==> src/rtl/parking_pkg.sv <==
// Shared definitions for the parking-lot sensor logic: FSM state codes,
// sensor pair codes and the default debounce length.
package parking_pkg;

    localparam logic [2:0] ST_IDLE     = 3'd0;
    localparam logic [2:0] ST_EN1      = 3'd1;
    localparam logic [2:0] ST_EN2      = 3'd2;
    localparam logic [2:0] ST_EN3      = 3'd3;
    localparam logic [2:0] ST_EX1      = 3'd4;
    localparam logic [2:0] ST_EX2      = 3'd5;
    localparam logic [2:0] ST_EX3      = 3'd6;
    localparam logic [2:0] ST_WAIT_CLR = 3'd7;

    // Sensor pair codes, ordered {a, b}.
    localparam logic [1:0] P_NONE = 2'b00;
    localparam logic [1:0] P_B    = 2'b01;
    localparam logic [1:0] P_A    = 2'b10;
    localparam logic [1:0] P_AB   = 2'b11;

    localparam int DEBOUNCE_CYCLES_DEF = 4;

endpackage

==> src/rtl/sensor_debounce.sv <==
// Single-bit debounce filter: the output follows the input only after the
// input has differed from it for CYCLES consecutive clocks.
module sensor_debounce
    import parking_pkg::*;
#(
    parameter int CNT_W  = 8,
    parameter int CYCLES = DEBOUNCE_CYCLES_DEF
) (
    input  logic clk,
    input  logic reset,
    input  logic din,
    output logic dout
);

    logic [CNT_W-1:0] cnt_q, cnt_d;
    logic             out_q, out_d;

    // Any sample that agrees with the output restarts the count.
    always_comb begin
        out_d = out_q;
        cnt_d = '0;
        if (din != out_q) begin
            if (cnt_q == CNT_W'(CYCLES - 1)) begin
                out_d = din;
            end else begin
                cnt_d = cnt_q + 1'b1;
            end
        end
    end

    always_ff @(posedge clk) begin
        if (reset) begin
            cnt_q <= '0;
            out_q <= 1'b0;
        end else begin
            cnt_q <= cnt_d;
            out_q <= out_d;
        end
    end

    assign dout = out_q;

endmodule

==> src/rtl/car_direction_detector.sv <==
// Two-beam car direction detector producing entry/exit/error pulses.
// Optional build macro SENSOR_DEBOUNCE_EN inserts a debounce filter per sensor.
module car_direction_detector
    import parking_pkg::*;
#(
    parameter int DEBOUNCE_CYCLES = DEBOUNCE_CYCLES_DEF
) (
    input  logic clk,
    input  logic reset,
    input  logic a,
    input  logic b,
    output logic inc,
    output logic dec,
    output logic seq_err,
    output logic busy
);

    if (DEBOUNCE_CYCLES < 2 || DEBOUNCE_CYCLES > 255) begin : g_bad_param
        $error("DEBOUNCE_CYCLES out of range 2..255");
    end

    // Bit 1 carries sensor a, bit 0 carries sensor b.
    logic [1:0] sync1_q, sync2_q;
    logic [1:0] filt;

    for (genvar gi = 0; gi < 2; gi++) begin : g_sync
        always_ff @(posedge clk) begin
            if (reset) begin
                sync1_q[gi] <= 1'b0;
                sync2_q[gi] <= 1'b0;
            end else begin
                sync1_q[gi] <= (gi == 1) ? a : b;
                sync2_q[gi] <= sync1_q[gi];
            end
        end

`ifdef SENSOR_DEBOUNCE_EN
        sensor_debounce #(
            .CNT_W  (8),
            .CYCLES (DEBOUNCE_CYCLES)
        ) u_debounce (
            .clk   (clk),
            .reset (reset),
            .din   (sync2_q[gi]),
            .dout  (filt[gi])
        );
`else
        assign filt[gi] = sync2_q[gi];
`endif
    end

    logic [1:0] pair;
    logic [2:0] state_q, state_d;
    logic       inc_q, inc_d, dec_q, dec_d, err_q, err_d, busy_q, busy_d;

    assign pair = filt;

    always_comb begin
        state_d = state_q;
        inc_d   = 1'b0;
        dec_d   = 1'b0;
        err_d   = 1'b0;
        // Every state accepts the pair it was entered on (hold), one forward
        // and one backward single-bit step; the remaining pair is a jump.
        case (state_q)
            ST_IDLE: begin
                case (pair)
                    P_A:     state_d = ST_EN1;
                    P_B:     state_d = ST_EX1;
                    P_AB:    begin state_d = ST_WAIT_CLR; err_d = 1'b1; end
                    default: state_d = ST_IDLE;
                endcase
            end
            ST_EN1: begin
                case (pair)
                    P_AB:    state_d = ST_EN2;
                    P_NONE:  state_d = ST_IDLE;
                    P_A:     state_d = ST_EN1;
                    default: begin state_d = ST_WAIT_CLR; err_d = 1'b1; end
                endcase
            end
            ST_EN2: begin
                case (pair)
                    P_B:     state_d = ST_EN3;
                    P_A:     state_d = ST_EN1;
                    P_AB:    state_d = ST_EN2;
                    default: begin state_d = ST_WAIT_CLR; err_d = 1'b1; end
                endcase
            end
            ST_EN3: begin
                case (pair)
                    P_NONE:  begin state_d = ST_IDLE; inc_d = 1'b1; end
                    P_AB:    state_d = ST_EN2;
                    P_B:     state_d = ST_EN3;
                    default: begin state_d = ST_WAIT_CLR; err_d = 1'b1; end
                endcase
            end
            ST_EX1: begin
                case (pair)
                    P_AB:    state_d = ST_EX2;
                    P_NONE:  state_d = ST_IDLE;
                    P_B:     state_d = ST_EX1;
                    default: begin state_d = ST_WAIT_CLR; err_d = 1'b1; end
                endcase
            end
            ST_EX2: begin
                case (pair)
                    P_A:     state_d = ST_EX3;
                    P_B:     state_d = ST_EX1;
                    P_AB:    state_d = ST_EX2;
                    default: begin state_d = ST_WAIT_CLR; err_d = 1'b1; end
                endcase
            end
            ST_EX3: begin
                case (pair)
                    P_NONE:  begin state_d = ST_IDLE; dec_d = 1'b1; end
                    P_AB:    state_d = ST_EX2;
                    P_A:     state_d = ST_EX3;
                    default: begin state_d = ST_WAIT_CLR; err_d = 1'b1; end
                endcase
            end
            ST_WAIT_CLR: begin
                if (pair == P_NONE) begin
                    state_d = ST_IDLE;
                end
            end
            default: state_d = ST_IDLE;
        endcase
        busy_d = (state_d != ST_IDLE);
    end

    always_ff @(posedge clk) begin
        if (reset) begin
            state_q <= ST_IDLE;
            inc_q   <= 1'b0;
            dec_q   <= 1'b0;
            err_q   <= 1'b0;
            busy_q  <= 1'b0;
        end else begin
            state_q <= state_d;
            inc_q   <= inc_d;
            dec_q   <= dec_d;
            err_q   <= err_d;
            busy_q  <= busy_d;
        end
    end

    assign inc     = inc_q;
    assign dec     = dec_q;
    assign seq_err = err_q;
    assign busy    = busy_q;

endmodule

==> config.mk <==
export PLATFORM = sky130hd
export DESIGN_NAME = car_direction_detector
export DESIGN_NICKNAME = d
export VERILOG_FILES = /design/src/rtl/parking_pkg.sv /design/src/rtl/sensor_debounce.sv /design/src/rtl/car_direction_detector.sv
export SDC_FILE = /design/constraint.sdc
export NUM_CORES = 1
export LEC_CHECK = 0
export ABC_AREA = 1
export CAP_MARGIN = 25
export CORE_AREA = 3 3 40 42
export CTS_CLUSTER_SIZE = 30
export DETAILED_ROUTE_END_ITERATION = 12
export DIE_AREA = 0 0 43 45
export PLACE_DENSITY = 0.71
export SYNTH_ARGS = -nofsm -noshare
export SYNTH_HDL_FRONTEND = slang
export SYNTH_SLANG_ARGS = --single-unit
==> constraint.sdc <==
create_clock -name clk -period 1.94 [get_ports clk]
set_input_delay 0.194 -clock clk [delete_from_list [all_inputs] [get_ports clk]]
set_output_delay 0.194 -clock clk [all_outputs]
set_load 0.03 [all_outputs]
Word-level counts from Yosys, hierarchy flattened
Index checks and enable logic that the tools add are counted.
Cells by class
  add/sub/neg operators: 0
  $mul: 0
  divide/modulo/power cells: 0
  magnitude comparators: 0
  equal/unequal tests: 10
  shift-type cells: 0
  muxes and demuxes: 15
  bitwise operators: 2
  reduce and logical (&&, ||, !) cells: 11
Operator list (number)
  3-bit case mux with 3 select lines: 6
  3-bit case mux with 8 select lines: 1
  3-bit equality test (second input constant): 4
  2-bit OR reduction: 5
  3-bit OR reduction: 3
  3-bit by 2-bit equality test with 1-bit output (second input constant): 2
  2-bit case mux with 3 select lines: 1
  1-bit two-way mux: 5
  2-bit equality test (second input constant): 2
  1-bit case mux with 4 select lines: 1
  3-bit by 1-bit equality test with 1-bit output (second input constant): 1
  3-bit zero test: 1
  3-bit two-way mux: 1
  3-bit nonzero test: 1
  2-bit by 1-bit equality test with 1-bit output (second input constant): 1
  2-bit zero test: 1
  1-bit inverter: 2
Storage, ports and cells
  register bits after elaboration: 11
  latch bits: 0
  bits in writable memories: 0
  bits in read-only memories: 0
  bits of input ports: 4
  output and inout bits: 4
  memories kept: 0

Longest topological paths before layout
Gate-level depths: netlist (run 1).
  depth in word-level cells: 4
  mapped depth: 10

Least setup slack after synthesis (run 1)
OpenSTA, ideal clock, no wires.
  path type: reg2reg
  start point: register sync2_q[0] (netlist: filt[0])
  end point: register busy_q (netlist: busy)
  arrival: 1.162 ns
  data required time: 1.816 ns
  setup slack: 0.654 ns
  stages on the path, launching flop included: 9
  path buffers: 0
  period minus slack after synthesis: 1.286 ns
  cells stage by stage: dfxtp_1 inv_1 ha_1 nand3_1 o21ai_0 nor2_1 nand3_1 nand2_1 nand3_1
Between the ends
  word-level cells in the longest chain between the ends: 4
  elaborated cells between the ends (all ways): 14
  those cells by class: 3 x eq/ne; 9 x mux; 2 x reduce/logical
Ends and longest elaborated chain
  start, declared: RTL line car_direction_detector.sv:23  | logic [1:0] sync1_q, sync2_q;
  start signal, assigned by index: RTL line car_direction_detector.sv:33  | sync2_q[gi] <= sync1_q[gi];
  2-bit equality test, or another cell as far along
  3-bit case mux with 3 select lines, or another cell as far along: RTL line car_direction_detector.sv:115  | case (pair)
  3-bit case mux with 8 select lines *: RTL line car_direction_detector.sv:65  | case (state_q)
  3-bit nonzero test *: RTL line car_direction_detector.sv:129  | busy_d = (state_d != ST_IDLE);
  end signal, assigned: RTL line car_direction_detector.sv:144  | busy_q <= busy_d;
  end, declared: RTL line car_direction_detector.sv:54  | logic inc_q, inc_d, dec_q, dec_d, err_q, err_d, busy_q, busy_d;
Mark *: on every way between the ends. The rest lies on a longest branch, timed or not.
A chain may end at the register's enable or synchronous reset.

Worst setup path in the final report (run 1)
  start point: register sync2_q[1] (netlist: filt[1])
  end point: register busy_q (netlist: busy)
The elaborated chain is that of the path after synthesis.

==> results_dict.tcl, run 1 <==
set metrics [dict create \
    nFillCells 124 \
    dieArea_um2 1940 \
    area_growth_pct 16.1 \
    setup_tns_ps 0 \
    root_buffer "clkbuf_4" \
    status "completed" \
    via_per_inst 5.26 \
    drtIter0Drc 39 \
    clkTransAtPathRegs_ps 60 \
    antenna_found_initial 0 \
    initial_core_util 0.503 \
    nNetsFinal 116 \
    p_per_area_nw_per_um2 1160 \
    gr-usage-met3 0.0717 \
    dpl.cell_count 116 \
    num_rows 13 \
    synth_top_area_cell "dfxtp_1" \
    finalCritPeriodShare 0.790 \
    cts_tree "yes" \
    hold_path.class "flip-flop to flip-flop" \
    netlist.area_leader.share 0.340 \
    path_class "flip-flop to flip-flop" \
    vias 631 \
    layoutNonFillerInstCount 120 \
    pre_cts_slack_ps 452 \
    grtUsageTotal 0.157 \
    hold_violations 0 \
    power.leakage_uw 0.000386 \
    drc 0 \
    drt-wirelength-per-cell_um 10.7 \
    finClkSkew_ps 1.24 \
    drive_gt1_frac 0.0571 \
    numCtsBuffers 3 \
    seq_area_frac_synth 0.340 \
    cp-end-kind "flip-flop" \
    netlist_area_um2 647 \
    die_w_um 43 \
    top_usage_layer "met2" \
    cp.arrival_ps 1740 \
    avgSynthCellArea_um2 6.74 \
    overflow 0 \
    reg2reg_depth 9 \
    netlist_instances 96 \
    cp-start-kind "flip-flop" \
    crit_path_end "busy" \
    maxSlewHeadroom 0.787 \
    r2r_slack_ps 410 \
    grt_max_degree 10 \
    ctsHoldBuffers 0 \
    worst_slack_ps 407 \
    crit_start "filt[1]" \
    io-pin-count 8 \
    worst_slew_pin_slew_ps 319 \
    dp_hpwl_um 972 \
    synthArstFlopShare 0 \
    clock_path_buffers 2 \
    yosysWarnings 0 \
    grt_pass1_wl_um 2260 \
    rr_startpoint "filt[1]" \
    use_met1 0.173 \
    post_cts_resized 0 \
    slew_violations 0 \
    use_met2 0.263 \
    mostFrequentLayoutCell "inv_1" \
    peakVddDrop_v 0.000560 \
    layout_min_cycle_time_ps 1530 \
    drtPass1Iterations 4 \
    holdWs_ps 403 \
    critPathMaxFanout 6 \
    multi_input_area_um2 337 \
    seqCellArea_um2 220 \
    fp.dieH_um 45 \
    drv_cap 0 \
    routed_wl_um 1290 \
    antenna_left 0 \
    crit_required_ps 2150 \
    gp_congestion 0.901 \
    clock-sinks 11 \
    syn_nets 106 \
    synth-main-ff-cell "dfxtp_1" \
    diodes 0 \
    port_buffers 7 \
    synth-edff-count 0 \
    fin_area_um2 751 \
    timing.fmax_mhz 652 \
    postCtsSetupBuffers 0 \
    dpl-instance-area_um2 724 \
    coreArea_um2 1280 \
    yosys_register_bits 11 \
    setup_viol 0 \
    rsz0062_at_grt "false" \
    clock_latency_ps 260 \
    reg2reg_to "busy" \
    synth_top_cells_by_area "dfxtp_1, ha_1, inv_1" \
    cts.htree.levels 1 \
    synth.distinct_cells 18 \
    mostFrequentLayoutCells "inv_1, nor2_1, nand2_1" \
    grt_pass1_vias 560 \
]
## how the worst min path moves through the flow
| stage | start | endpoint | slack [ps] | cells after the start |
|---|---|---|---|---|
| final | sync1_q[1] | filt[1] | 400 | 2 |
| after detailed placement | sync1_q[1] | filt[1] | 400 | 2 |
| after CTS | sync1_q[1] | filt[1] | 410 | 2 |
| after global routing | sync1_q[1] | filt[1] | 430 | 2 |
| after floorplan | b | sync1_q[0] | 300 | 2 |
| after global placement | sync1_q[1] | filt[1] | 390 | 2 |
## per-layer routing
metal  up-vias  part of all wire  wire [um]
li1        321                 -          -
met1       261              0.41        524
met2        41              0.47        605
met3         8              0.10        130
met4         0             0.021         27
met5         -                 0          0
## cell families after synthesis
group / after synthesis / share of synthesized area
flip-flops: 11 / 0.340
AND/OR/NAND/NOR: 46 / 0.313
buffers and inverters: 23 / 0.139
AO/OA/AOI/OAI: 10 / 0.0909
adder cells (fa/ha/maj): 6 / 0.116
## through the flow
step           utilization  total power [uW]
2_1_floorplan            -               620
3_3_place_gp         0.564               709
3_5_place_dp         0.564               711
4_1_cts              0.584               870
5_1_grt              0.584               940
6_report             0.584               870
## sequential cells by signal, summed over array words and instances (netlist names)
name,cells
busy,1
dec,1
filt,2
inc,1
seq_err,1
state_q,3
sync1_q,2
## Yosys cell counts, types with 2 or more instances
library cell  count
inv_1            20
nor2_1           14
nand2_1          13
nand3_1          12
dfxtp_1          11
ha_1              6
o21ai_0           6
nand4_1           3
nor3_1            2
## cell type report
cell class                      instances  share of cell area
Clock buffer                            4              0.0350
Inverter                               21               0.105
Multi-Input combinational cell         62               0.448
Sequential cell                        11               0.293
Tap cell                               15              0.0250
Timing Repair Buffer                    7              0.0933
## where the power goes
part / internal [uW] / leakage (uW) / switching (uW)
Sequential: 274 / 0.0000903 / 57.6
Clock: 79.5 / 0.0000150 / 71.5
Combinational: 135 / 0.000281 / 252
## worst max-delay path, cell delays in order (launching register included)
cell and delay, ps:
dfxtp_1 420, inv_1 90, ha_1 200, inv_1 170
nand2_1 100, o21ai_0 180, nor2_1 80, nand3_1 90
nand2_1 70, nand3_1 70
(Power assumes the default switching activity.)
==> inputs of run 2 (changes only) <==
clock period = 1.5 ns   (was 1.94 ns; I/O delays follow)
==> results_dict.tcl, run 2 (same netlist as run 1, synthesis figures left out) <==
set metrics [dict create \
    antenna_found_initial 0 \
    maxSlewHeadroom 0.788 \
    routed_wl_um 1360 \
    antenna_left 0 \
    path_class "flip-flop to primary output" \
    critPathBufInv 1 \
    status "completed" \
    cp.arrival_ps 1240 \
    cpPeakStageDelay_ps 660 \
    grt_pass1_wl_um 2190 \
    nNetsFinal 117 \
    p_per_area_nw_per_um2 1440 \
    drtPass1Iterations 4 \
    overflow 0 \
    cp-start-kind "flip-flop" \
    switching_power_uw 495 \
    drc 0 \
    top_register "state_q" \
    peakVddDrop_v 0.000911 \
    vias 622 \
    dieArea_um2 1940 \
    comb_power_share 0.442 \
    mostFrequentLayoutCells "inv_1, nor2_1, nand2_1" \
    area_growth_pct 21.9 \
    gp_congestion 0.847 \
    fin_util 0.613 \
    cp-end-kind "primary output" \
    worst_slew_pin_slew_ps 318 \
    setup_viol 0 \
    initial_core_util 0.503 \
    coreArea_um2 1280 \
    p_clk_frac 0.178 \
    p_int_uw 638 \
    fp.dieH_um 45 \
    critPathMaxFanout 1 \
    swShare 0.437 \
    cts.htree.levels 1 \
    finClkSkew_ps 2.56 \
    grtUsageTotal 0.153 \
    drive_gt1_frac 0.123 \
    seqPwrFrac 0.381 \
    die_w_um 43 \
    finalCritPeriodShare 0.929 \
    worst_slack_ps 107 \
    clock-sinks 11 \
    drtIter0Drc 12 \
    mostFrequentLayoutCell "inv_1" \
    hold_violations 0 \
    io-pin-count 8 \
    dp_hpwl_um 987 \
    clock_latency_ps 270 \
    largest_register_ffs 3 \
    crit_required_ps 1350 \
    grt_pass1_vias 551 \
    port_buffers 7 \
    pre_cts_slack_ps 38.5 \
    path_delay_family "buffers and inverters" \
    clock_path_buffers 2 \
    timing.fmax_mhz 718 \
    layout_min_cycle_time_ps 1390 \
    nFillCells 127 \
    numCtsBuffers 3 \
    via_per_inst 5.14 \
    num_rows 13 \
    drt-wirelength-per-cell_um 11.2 \
    slowest_stage "clkdlybuf4s50_1" \
    drv_cap 0 \
    clkTransAtPathRegs_ps 70 \
    diodes 0 \
    rsz0062_at_grt "false" \
    setup_tns_ps 0 \
    slew_violations 0 \
    power.leakage_uw 0.000392 \
    path_cells "clkdlybuf4s50_1" \
    cts_tree "yes" \
    hold_path.class "input pin to flip-flop" \
    grt_max_degree 10 \
    root_buffer "clkbuf_4" \
    postCtsSetupBuffers 0 \
]
-- run 2: cell types whose count changed in the layout (fill, tap and decap cells not counted) --
cell     previous run  this run
inv_2               1         3
ha_4                0         2
dfxtp_2             0         1
dfxtp_4             0         1
ha_1                6         4
dfxtp_1            11         9
inv_1              20        18
buf_4               0         1
-- run 2: timing repair --
item                       in CTS  in global routing
resized for setup               0                  8
hold buffers                    0                  0
setup endpoints to repair       0                  4
-- run 2: power groups by stage --
stage	Sequential, uW	Clock, uW	Combinational [uW]
2_1_floorplan	436	0	365
3_3_place_gp	434	0	482
3_5_place_dp	435	0	483
4_1_cts	427	205	490
5_1_grt	437	223	560
6_report	431	201	501
-- run 2: worst register-to-register path: stages (launching register included) --
cell	delay, ps
dfxtp_4	380
inv_1	80
ha_1	210
inv_1	90
nand2_1	60
nand3_1	70
nand2_1	50
nor2_1	90
nand2_1	60
nand2_1	80
nand3_1	80
-- run 2: per-layer routing --
metal,routed length [um],track usage,vias to the layer above
li1,-,-,323
met1,501,0.154,273
met2,716,0.296,24
met3,132,0.0717,2
met4,6,0.0181,0
met5,0,0,-
-- run 2: worst paths after layout --
kind,startpoint,endpoint,slack (ps),cells past startpoint
hold / removal,a,sync1_q[1],390,3
setup / recovery,busy,busy,110,1
setup reg to reg,filt[1],busy,150,10
hold reg to reg,sync1_q[0],filt[0],400,2
-- run 2: final cells by class --
class                      count  area, um2  share of cell area
multi-input combinational     62        362               0.459
inverter                      21       78.8               0.100
timing repair buffer           8       77.6              0.0984
sequential                    11        225               0.286
clock buffer                   4       26.3              0.0333
tap                           15       18.8              0.0238
-- run 2: stage by stage --
stage | cell area (um2) | hold WS (ps) | std cells | power [uW]
floorplan | 647 | 257 | 96 | 801
global placement | 732 | 402 | 117 | 916
detailed placement | 732 | 397 | 117 | 918
CTS | 758 | 394 | 121 | 1120
global route | 788 | 421 | 121 | 1220
finish | 788 | 392 | 121 | 1130
